## src/rtl/uart_pkg.sv

```systemverilog
// Shared UART definitions: receiver/transmitter state encoding, prescale
// constants and the rule that maps an arbitrary prescale onto a legal one.
package uart_pkg;

    localparam int         DATA_BITS   = 8;
    localparam logic [5:0] PRESCALE_8  = 6'd8;
    localparam logic [5:0] PRESCALE_16 = 6'd16;
    localparam logic [5:0] PRESCALE_32 = 6'd32;

    typedef enum logic [2:0] {
        IDLE,
        START,
        DATA,
        PARITY,
        STOP
    } rx_state_t;

    // Anything other than 16 or 32 oversampling falls back to 8.
    function automatic logic [5:0] legal_prescale(input logic [5:0] p);
        if (p == PRESCALE_16 || p == PRESCALE_32) begin
            return p;
        end
        return PRESCALE_8;
    endfunction

endpackage

```

## src/rtl/uart_rx_sampler.sv

```systemverilog
// Bit-period timing for the receiver: counts oversampling edges within a
// bit, captures three samples around mid-bit and votes on the bit value.
module uart_rx_sampler
    import uart_pkg::*;
(
    input  logic       i_clk,
    input  logic       i_rst,
    input  logic       i_run,
    input  logic [5:0] i_prescale,
    input  logic       i_rx,
    output logic       o_sampled_bit,
    output logic       o_bit_done,
    output logic       o_sample_ready
);

    logic [5:0] r_edge_cnt;
    logic [2:0] r_samples;
    logic [5:0] w_half;
    logic [2:0] w_sample_hit;

    assign w_half = {1'b0, i_prescale[5:1]};

    // Sample taps sit at mid-bit minus one, mid-bit and mid-bit plus one.
    for (genvar gi = 0; gi < 3; gi++) begin : g_tap
        assign w_sample_hit[gi] = (r_edge_cnt == w_half + 6'(gi) - 6'd1);
    end

    assign o_bit_done     = (r_edge_cnt == i_prescale - 6'd1);
    assign o_sample_ready = (r_edge_cnt == w_half + 6'd2);
    assign o_sampled_bit  = (r_samples[0] & r_samples[1]) |
                            (r_samples[0] & r_samples[2]) |
                            (r_samples[1] & r_samples[2]);

    // Edge counter: runs while a frame is in progress, wraps every bit period.
    always_ff @(posedge i_clk) begin
        if (i_rst || !i_run || o_bit_done) begin
            r_edge_cnt <= '0;
        end else begin
            r_edge_cnt <= r_edge_cnt + 6'd1;
        end
    end

    // Capture the line at each of the three tap positions.
    always_ff @(posedge i_clk) begin
        if (i_rst) begin
            r_samples <= '0;
        end else begin
            for (int i = 0; i < 3; i++) begin
                if (w_sample_hit[i]) begin
                    r_samples[i] <= i_rx;
                end
            end
        end
    end

endmodule

```

## src/rtl/uart_rx.sv

```systemverilog
// UART receiver: start-bit detection with glitch rejection, 8 data bits LSB
// first, optional parity, stop-bit check and one-cycle result pulses.
module uart_rx
    import uart_pkg::*;
(
    input  logic       CLK,
    input  logic       RST,
    input  logic       RX_IN,
    input  logic [5:0] Prescale,
    input  logic       parity_enable,
    input  logic       parity_type,
    output logic [7:0] P_DATA,
    output logic       Data_Valid,
    output logic       parity_error,
    output logic       stop_error,
    output logic       busy
);

    rx_state_t  r_state;
    rx_state_t  w_state_next;
    logic [5:0] r_prescale;
    logic       r_par_en;
    logic       r_par_type;
    logic       r_armed;
    logic [2:0] r_bit_cnt;
    logic [7:0] r_shift;
    logic       r_par_bit;
    logic       r_stop_bit;
    logic [7:0] r_data;
    logic       r_dv;
    logic       r_pe;
    logic       r_se;

    logic       w_start_det;
    logic       w_run;
    logic       w_sampled_bit;
    logic       w_bit_done;
    logic       w_sample_ready;

    // r_armed stays low after reset until the line is seen high, so a reset
    // released in the middle of a low bit does not fake a start bit.
    assign w_start_det = (r_state == IDLE) && r_armed && !RX_IN;
    assign w_run       = (w_state_next != IDLE);

    uart_rx_sampler u_sampler (
        .i_clk          (CLK),
        .i_rst          (RST),
        .i_run          (w_run),
        .i_prescale     (r_prescale),
        .i_rx           (RX_IN),
        .o_sampled_bit  (w_sampled_bit),
        .o_bit_done     (w_bit_done),
        .o_sample_ready (w_sample_ready)
    );

    // State register.
    always_ff @(posedge CLK) begin
        if (RST) begin
            r_state <= IDLE;
        end else begin
            r_state <= w_state_next;
        end
    end

    // Next-state logic: frame sequencing driven by sampler timing strobes.
    always_comb begin
        w_state_next = r_state;
        case (r_state)
            IDLE: begin
                if (w_start_det) begin
                    w_state_next = START;
                end
            end
            START: begin
                if (w_sample_ready && w_sampled_bit) begin
                    w_state_next = IDLE;
                end else if (w_bit_done) begin
                    w_state_next = DATA;
                end
            end
            DATA: begin
                if (w_bit_done && r_bit_cnt == 3'(DATA_BITS - 1)) begin
                    w_state_next = r_par_en ? PARITY : STOP;
                end
            end
            PARITY: begin
                if (w_bit_done) begin
                    w_state_next = STOP;
                end
            end
            STOP: begin
                if (w_bit_done) begin
                    w_state_next = IDLE;
                end
            end
            default: w_state_next = IDLE;
        endcase
    end

    // Datapath: latch frame config, shift data, capture parity/stop, judge frame.
    always_ff @(posedge CLK) begin
        if (RST) begin
            r_prescale <= PRESCALE_8;
            r_par_en   <= 1'b0;
            r_par_type <= 1'b0;
            r_armed    <= 1'b0;
            r_bit_cnt  <= '0;
            r_shift    <= '0;
            r_par_bit  <= 1'b0;
            r_stop_bit <= 1'b0;
            r_data     <= '0;
            r_dv       <= 1'b0;
            r_pe       <= 1'b0;
            r_se       <= 1'b0;
        end else begin
            r_dv <= 1'b0;
            r_pe <= 1'b0;
            r_se <= 1'b0;
            if (RX_IN) begin
                r_armed <= 1'b1;
            end
            if (w_start_det) begin
                r_prescale <= legal_prescale(Prescale);
                r_par_en   <= parity_enable;
                r_par_type <= parity_type;
                r_bit_cnt  <= '0;
            end
            case (r_state)
                DATA: begin
                    if (w_sample_ready) begin
                        r_shift <= {w_sampled_bit, r_shift[7:1]};
                    end
                    if (w_bit_done) begin
                        r_bit_cnt <= r_bit_cnt + 3'd1;
                    end
                end
                PARITY: begin
                    if (w_sample_ready) begin
                        r_par_bit <= w_sampled_bit;
                    end
                end
                STOP: begin
                    if (w_sample_ready) begin
                        r_stop_bit <= w_sampled_bit;
                    end
                    if (w_bit_done) begin
                        if (!r_stop_bit) begin
                            r_se <= 1'b1;
                        end else if (r_par_en && ((^r_shift) ^ r_par_bit ^ r_par_type)) begin
                            r_pe <= 1'b1;
                        end else begin
                            r_dv   <= 1'b1;
                            r_data <= r_shift;
                        end
                    end
                end
                default: ;
            endcase
        end
    end

    assign P_DATA       = r_data;
    assign Data_Valid   = r_dv;
    assign parity_error = r_pe;
    assign stop_error   = r_se;
    assign busy         = (r_state != IDLE);

endmodule

```

## config.mk

```make
export PLATFORM = sky130hd
export DESIGN_NAME = uart_rx
export DESIGN_NICKNAME = d
export VERILOG_FILES = /design/src/rtl/uart_pkg.sv /design/src/rtl/uart_rx_sampler.sv /design/src/rtl/uart_rx.sv
export SDC_FILE = /design/constraint.sdc
export NUM_CORES = 1
export LEC_CHECK = 0
export ABC_AREA = 1
export CAP_MARGIN = 20
export CELL_PAD_IN_SITES_DETAIL_PLACEMENT = 1
export CELL_PAD_IN_SITES_GLOBAL_PLACEMENT = 1
export CORE_ASPECT_RATIO = 0.8
export CORE_MARGIN = 4
export CORE_UTILIZATION = 25
export CTS_CLUSTER_SIZE = 25
export DETAILED_ROUTE_END_ITERATION = 10
export HOLD_SLACK_MARGIN = 0.15
export PLACE_DENSITY_LB_ADDON = 0.3
export SLEW_MARGIN = 5
export SYNTH_ARGS = -nofsm -noshare
export SYNTH_HDL_FRONTEND = slang
export SYNTH_SLANG_ARGS = --single-unit
```

## constraint.sdc

```tcl
create_clock -name CLK -period 2 [get_ports CLK]
set_input_delay 0.4 -clock CLK [delete_from_list [all_inputs] [get_ports CLK]]
set_output_delay 0.4 -clock CLK [all_outputs]
set_load 0.005 [all_outputs]
```

# ---- After elaboration in Yosys (flattened, before gate mapping)
# Cells that the tools add are included.
dict set report op_classes {
  addsub 8
  multipliers 0
  div_mod_pow 0
  n_lt_le_gt_ge 0
  eq_ne 12
  shifts 0
  mux 19
  bitwise_logic 11
  reduce_logical 20
}
# cell n
set op_table {}
lappend op_table {{$eq 6x6->1} 5}
lappend op_table {{$mux 3} 10}
lappend op_table {{$sub 6x1->6 const B} 3}
lappend op_table {{$pmux 3 s5} 1}
lappend op_table {{$mux 6} 2}
lappend op_table {{$reduce_xor 8->1} 1}
lappend op_table {{$add 5x1->6 const B} 1}
lappend op_table {{$add 5x2->6 const B} 1}
lappend op_table {{$add 6x1->6 const B} 1}
lappend op_table {{$eq 3x2->1 const B} 2}
lappend op_table {{$eq 3x3->1 const B} 2}
lappend op_table {{$eq 6x5->1 const B} 1}
lappend op_table {{$eq 6x6->1 const B} 1}
lappend op_table {{$mux 1} 6}
lappend op_table {{$reduce_and 2->1} 3}
lappend op_table {{$reduce_bool 3->1} 2}
lappend op_table {{$sub 5x1->6 const B} 1}
lappend op_table {{$logic_and 1x1->1} 5}
lappend op_table {{$not 1->1} 4}
lappend op_table {{$reduce_and 4->1} 1}
lappend op_table {{$reduce_or 4->1} 1}
lappend op_table {{$add 3x1->3 const B} 1}
lappend op_table {{$and 1x1->1} 3}
lappend op_table {{$eq 3x1->1 const B} 1}
lappend op_table {{other kinds (6)} 11}
dict set report word_totals {
  reg_bits 45
  latch_bits 0
  ramBits 0
  mem_bits_ro 0
  input_bits 11
  output_inout_bits 12
  wordCells 87
  n_memories 0
}

# ---- Longest topological paths before layout
dict set report depth {
  word_depth 10
  depth_mapped 16
  ltp_nobuf 16
}

# ---- By module
# From an unflattened synthesis, not the netlist that was laid out.
dict set report hier_totals {
  cells_unflattened 411
  area_unflattened_um2 2773.9
}
# module instances cells_per_inst area_per_inst_um2 seq_area_each_um2
set by_module_without_submodules {}
lappend by_module_without_submodules {uart_rx 1 239 1666.6 720.7}
lappend by_module_without_submodules {uart_rx_sampler 1 172 1107.3 180.2}

# ---- Least setup slack after synthesis
# Ideal clock, no wire load.
dict set report synth_timing {
  kind {reg2reg}
  start {register r_prescale[2]}
  end {register u_sampler.r_edge_cnt[0]}
  setup_ps 117
  arrival_ps 1800
  required_time_ps 1883
  setup_slack_ps 82
  stages_incl_launch_ff 15
  path_buffers 0
  period_less_slack_ps 1918
  cell_sequence {dfxtp_1 > inv_2 > ha_1 > inv_1 > nand2_1 > nand2_1 > nand3_1 > nor2_2 > nand3_1 > nand3_1 > nand2_1 > nor2_2 > nand3_2 > nand2_4 > nor2_1}
}
dict set report synth_between {
  elab_chain_cells 9
  elab_cells_between_ends 16
  cone_classes {add/sub (2); eq/ne (2); mux (6); reduce/logical (6)}
}
# item line
set synth_lines {}
lappend synth_lines {{start: declaration} uart_rx.sv:21} ;# logic [5:0] r_prescale;
lappend synth_lines {{start signal: assignment} uart_rx.sv:123} ;# r_prescale <= legal_prescale(Prescale);
lappend synth_lines {{$sub 6x1->6 or $add 5x2->6 (tied branches)} {uart_rx_sampler.sv:28, uart_rx_sampler.sv:29}}
lappend synth_lines {{$eq 6x6->1, on equally long branches} {uart_rx_sampler.sv:28, uart_rx_sampler.sv:29}}
lappend synth_lines {{$mux 3 (tied with other cells)} uart_rx.sv:77} ;# end else if (w_bit_done) begin
lappend synth_lines {{$mux 3, on equally long branches} {uart_rx.sv:75, uart_rx.sv:82}}
lappend synth_lines {{$pmux 3 s5} uart_rx.sv:68} ;# case (r_state)
lappend synth_lines {{$reduce_bool 3->1} uart_rx.sv:43} ;# assign w_run = (w_state_next != IDLE);
lappend synth_lines {{$logic_not 1->1} uart_rx_sampler.sv:36} ;# if (i_rst || !i_run || o_bit_done) begin
lappend synth_lines {{$logic_or 1x1->1} uart_rx_sampler.sv:36}
lappend synth_lines {{$logic_or 1x1->1 *} uart_rx_sampler.sv:36}
lappend synth_lines {{end signal: assignment} uart_rx_sampler.sv:39} ;# r_edge_cnt <= r_edge_cnt + 6'd1;
lappend synth_lines {{end: declaration} uart_rx_sampler.sv:16} ;# logic [5:0] r_edge_cnt;
# Mark *: on every way between the ends. The rest lies on a longest branch, timed or not.
# A chain may end at the register's enable or synchronous reset.

# ---- Final worst setup path
dict set report layout_timing {
  start {register r_prescale[1]}
  end {register u_sampler.r_edge_cnt[2]}
}
# Same word-level chain as after synthesis.

==> results.md <==
- Hold Buf Count CTS: 0
- Final HPWL DP: between 6 and 7 mm
- Peak supply drop: 0.275 mV
- DR WL/cell: 13.4 microns
- Worst min-delay path category: reg -> reg
- Worst setup EP type: flop
- Clock Skews: approximately 0.0059 ns
- Final setup viols: 0
- Final worst setup slack: 0.0517 ns
- Met3 Usage GRT: 0.0253
- Largest cells by area after synthesis: dfxtp_1 34%, nand2_1 15%, inv_1 6.1%, nand3_1 5.8%, ha_1 4.7%
- Die area: between 10000 and 15000 sq um
- 1st-iter DRT viols: 114
- Boundary Pins: 23
- Clk Latency, worst-skew pair: ~0.3 ns
- Crit path arrival time: between 2 and 2.5 ns
- Gr usage total: 0.133
- CP Cell Sequence: inv_4 -> ha_4 -> inv_2 -> nand2_2 -> nand2_2 -> nor2_4 -> nand3_2 -> nor2_4 -> nand4_1 -> nand2_1 -> inv_1 -> nor2_2 -> nand3_2 -> nand2_4 -> nor2_1
- Register area: 908 sq um
- Final non-filler cell total: slightly below 600
- DR vias/cell: approximately 4.5
- Fmax: around 0.51 GHz
- Status: completed
- Multi-input logic area: 1660 sq um
- GP Congestion: 0.825
- Clock tree buffer depth: 2
- # DRC: 0
- Worst hold slack: 0.422 ns
- DRT Pass-1 Iters: 4
- Top cells by count, synth: 107 x nand2_1, 45 x dfxtp_1, 44 x inv_1
- Post-synth net total: 410
- Slew @ Worst Pin: between 0.4 and 0.5 ns
- Clk slew on worst S/H paths: 0.07 ns
- CP Class: reg -> reg
- Number of clock sinks: 45
- Final #Nets: around 460
- Asr flop ratio synth: 0
- Cell area after synthesis: between 2000 and 3000 sq um
- Antenna-violating nets left: 0
- Final period util: 0.974
- Relative slew slack: 0.675
- Critical-path maximum fanout: 6
- Largest net degree at the start of global routing: 24
- Max stage delay on crit path: about 0.35 ns
- Hold Violations, Final: 0
- # port buffers: 22
- Starting Density: 0.259
- Layout cells sized above 1: 0.253
- Worst path slowest cell: dfxtp_2
- Critical Path RT: about 2.2 ns
- Antenna Cells: 0
- Number of global-route vias before repair: about 2700
- Worst setup SP type: flop
- Placement Setup Slack: -0.0610 ns
- Power density cells: between 500 and 600 nW/um^2
- Max-cap violations: 0
- Design Power: 1930 uW
- H-tree depth: 2
- TritonCTS clock tree: yes
- Global Route met1 Usage: 0.199
- Most used routing layer: met1
- Top-area cell type share of the netlist area: 0.335
- YS warnings: 0
- Number of distinct library cells after synthesis: 37
- DR vias: ~2600
- Sequential area share after synthesis: 0.335
- CTS Buf Count: 5
- Final global-route overflow total: 0
- Leak: around 0.0016 uW
- Fin util: 0.342
- Initial antenna violation count: 0
- Chip width: approximately 120 microns
- Top FF cell, synth: dfxtp_1
- Syn_area_per_cell: 6.91 sq um
- Placed cells: between 500 and 600
- Count leader, synth: nand2_1
- RSZ-0062 raised after global routing: yes
- Layout overhead on the synthesized area: 31.7%
- Clock Tree Root: clkbuf_16
- Synthesized flop and latch total: 45
- EDFF count, synth: 0
- Global-route wire length before repair: approximately 13 mm
- Cell row count: 33
- Largest area contributor in the netlist: dfxtp_1
- Syn Inst Count: between 300 and 400
- Layout fillers: 1297
- Core area: roughly 10000 sq um
- Final wirelength: ~7.7 mm
- Final Critical Period: around 2 ns
- Pins Over Slew Limit: 0
- Met2 Track Usage GR: 0.194
- Die Y: approximately 100 microns
[path summary, 6_finish.rpt]
| path | start | endpoint | slack [ns] | cells after the start |
|---|---|---|---|---|
| worst max-delay path | r_prescale[1]$_SDFFE_PP0P_ | u_sampler.r_edge_cnt[2]$_SDFF_PP0_ | 0.05 | 15 |
| worst min-delay path | r_stop_bit$_SDFFE_PP0P_ | stop_error$_SDFF_PP0_ | 0.42 | 1 |
| worst max register to register | r_prescale[1]$_SDFFE_PP0P_ | u_sampler.r_edge_cnt[2]$_SDFF_PP0_ | 0.05 | 15 |
| worst min register to register | r_stop_bit$_SDFFE_PP0P_ | stop_error$_SDFF_PP0_ | 0.42 | 1 |
[stage by stage]
stage / setup TNS [ns] / area (sq um)
after global placement: 0 / 3210
after CTS: 0 / 3390
after global routing: -0.693 / 3540
final: 0 / 3540
after detailed placement: -0.341 / 3210
after floorplan: 0 / 2690
[logic make-up (layout without fill, tap and decap cells)]
group           after synthesis  in the layout  share of synthesized area
compound gates               41             41                     0.0800
xor+xnor                     21             21                     0.0684
fa+ha+maj                    11             11                     0.0503
buf+inv                      63            113                     0.0996
flops                        45             45                      0.335
simple gates                208            208                      0.367
[cells in the final DEF (no fill, tap or decap), drive strengths merged, types with 12 or more instances in the layout]
master,instances
xor2,12
o21ai,17
clkdlybuf4s50,22
nor2,33
nand2,119
nor3,13
a21oi,21
dfxtp,45
buf,29
nand3,34
inv,53
[registers in the layout, indices dropped and copies added (netlist names)]
name,flops
P_DATA,8
r_shift,8
r_prescale,6
u_sampler.r_edge_cnt,6
r_bit_cnt,3
r_state,3
u_sampler.r_samples,3
Data_Valid,1
parity_error,1
r_armed,1
r_par_bit,1
r_par_en,1
r_par_type,1
r_stop_bit,1
stop_error,1
[cell type report]
type,count,share of cell area
clock buffer,5,0.0353
clock inverter,3,0.00636
sequential,45,0.257
inverter,54,0.0594
multi-input combinational,281,0.468
timing repair buffer,51,0.125
tap,140,0.0495
[worst max-delay path: cells and delay by family (launching register included)]
family        cells  cell delay [ns]
simple gates     11             1.08
fa+ha+maj         1             0.27
flops             1             0.35
buf+inv           3             0.14
[metal layers]
| layer | vias up | wire length [microns] |
|---|---|---|
| met1 | 1224 | 4210 |
| li1 | 1328 | - |
| met3 | 6 | 139 |
| met4 | 0 | 108 |
| met2 | 20 | 3290 |
| met5 | - | 0 |
[power breakdown]
part | leakage, uW | internal [uW] | total, uW | switching (uW)
sequential | 0.000366 | 907 | 917 | 9.79
combinational | 0.00117 | 71.9 | 171 | 99.1
clock | 0.0000621 | 463 | 845 | 382
[repair_timing]
item	CTS	global route
endpoints found under the hold margin	0	0
resized for setup	10	37
setup endpoints to repair	14	28
pin swaps	2	19
buffers inserted	0	4
No activity file was read; power rests on OpenSTA's default activity.
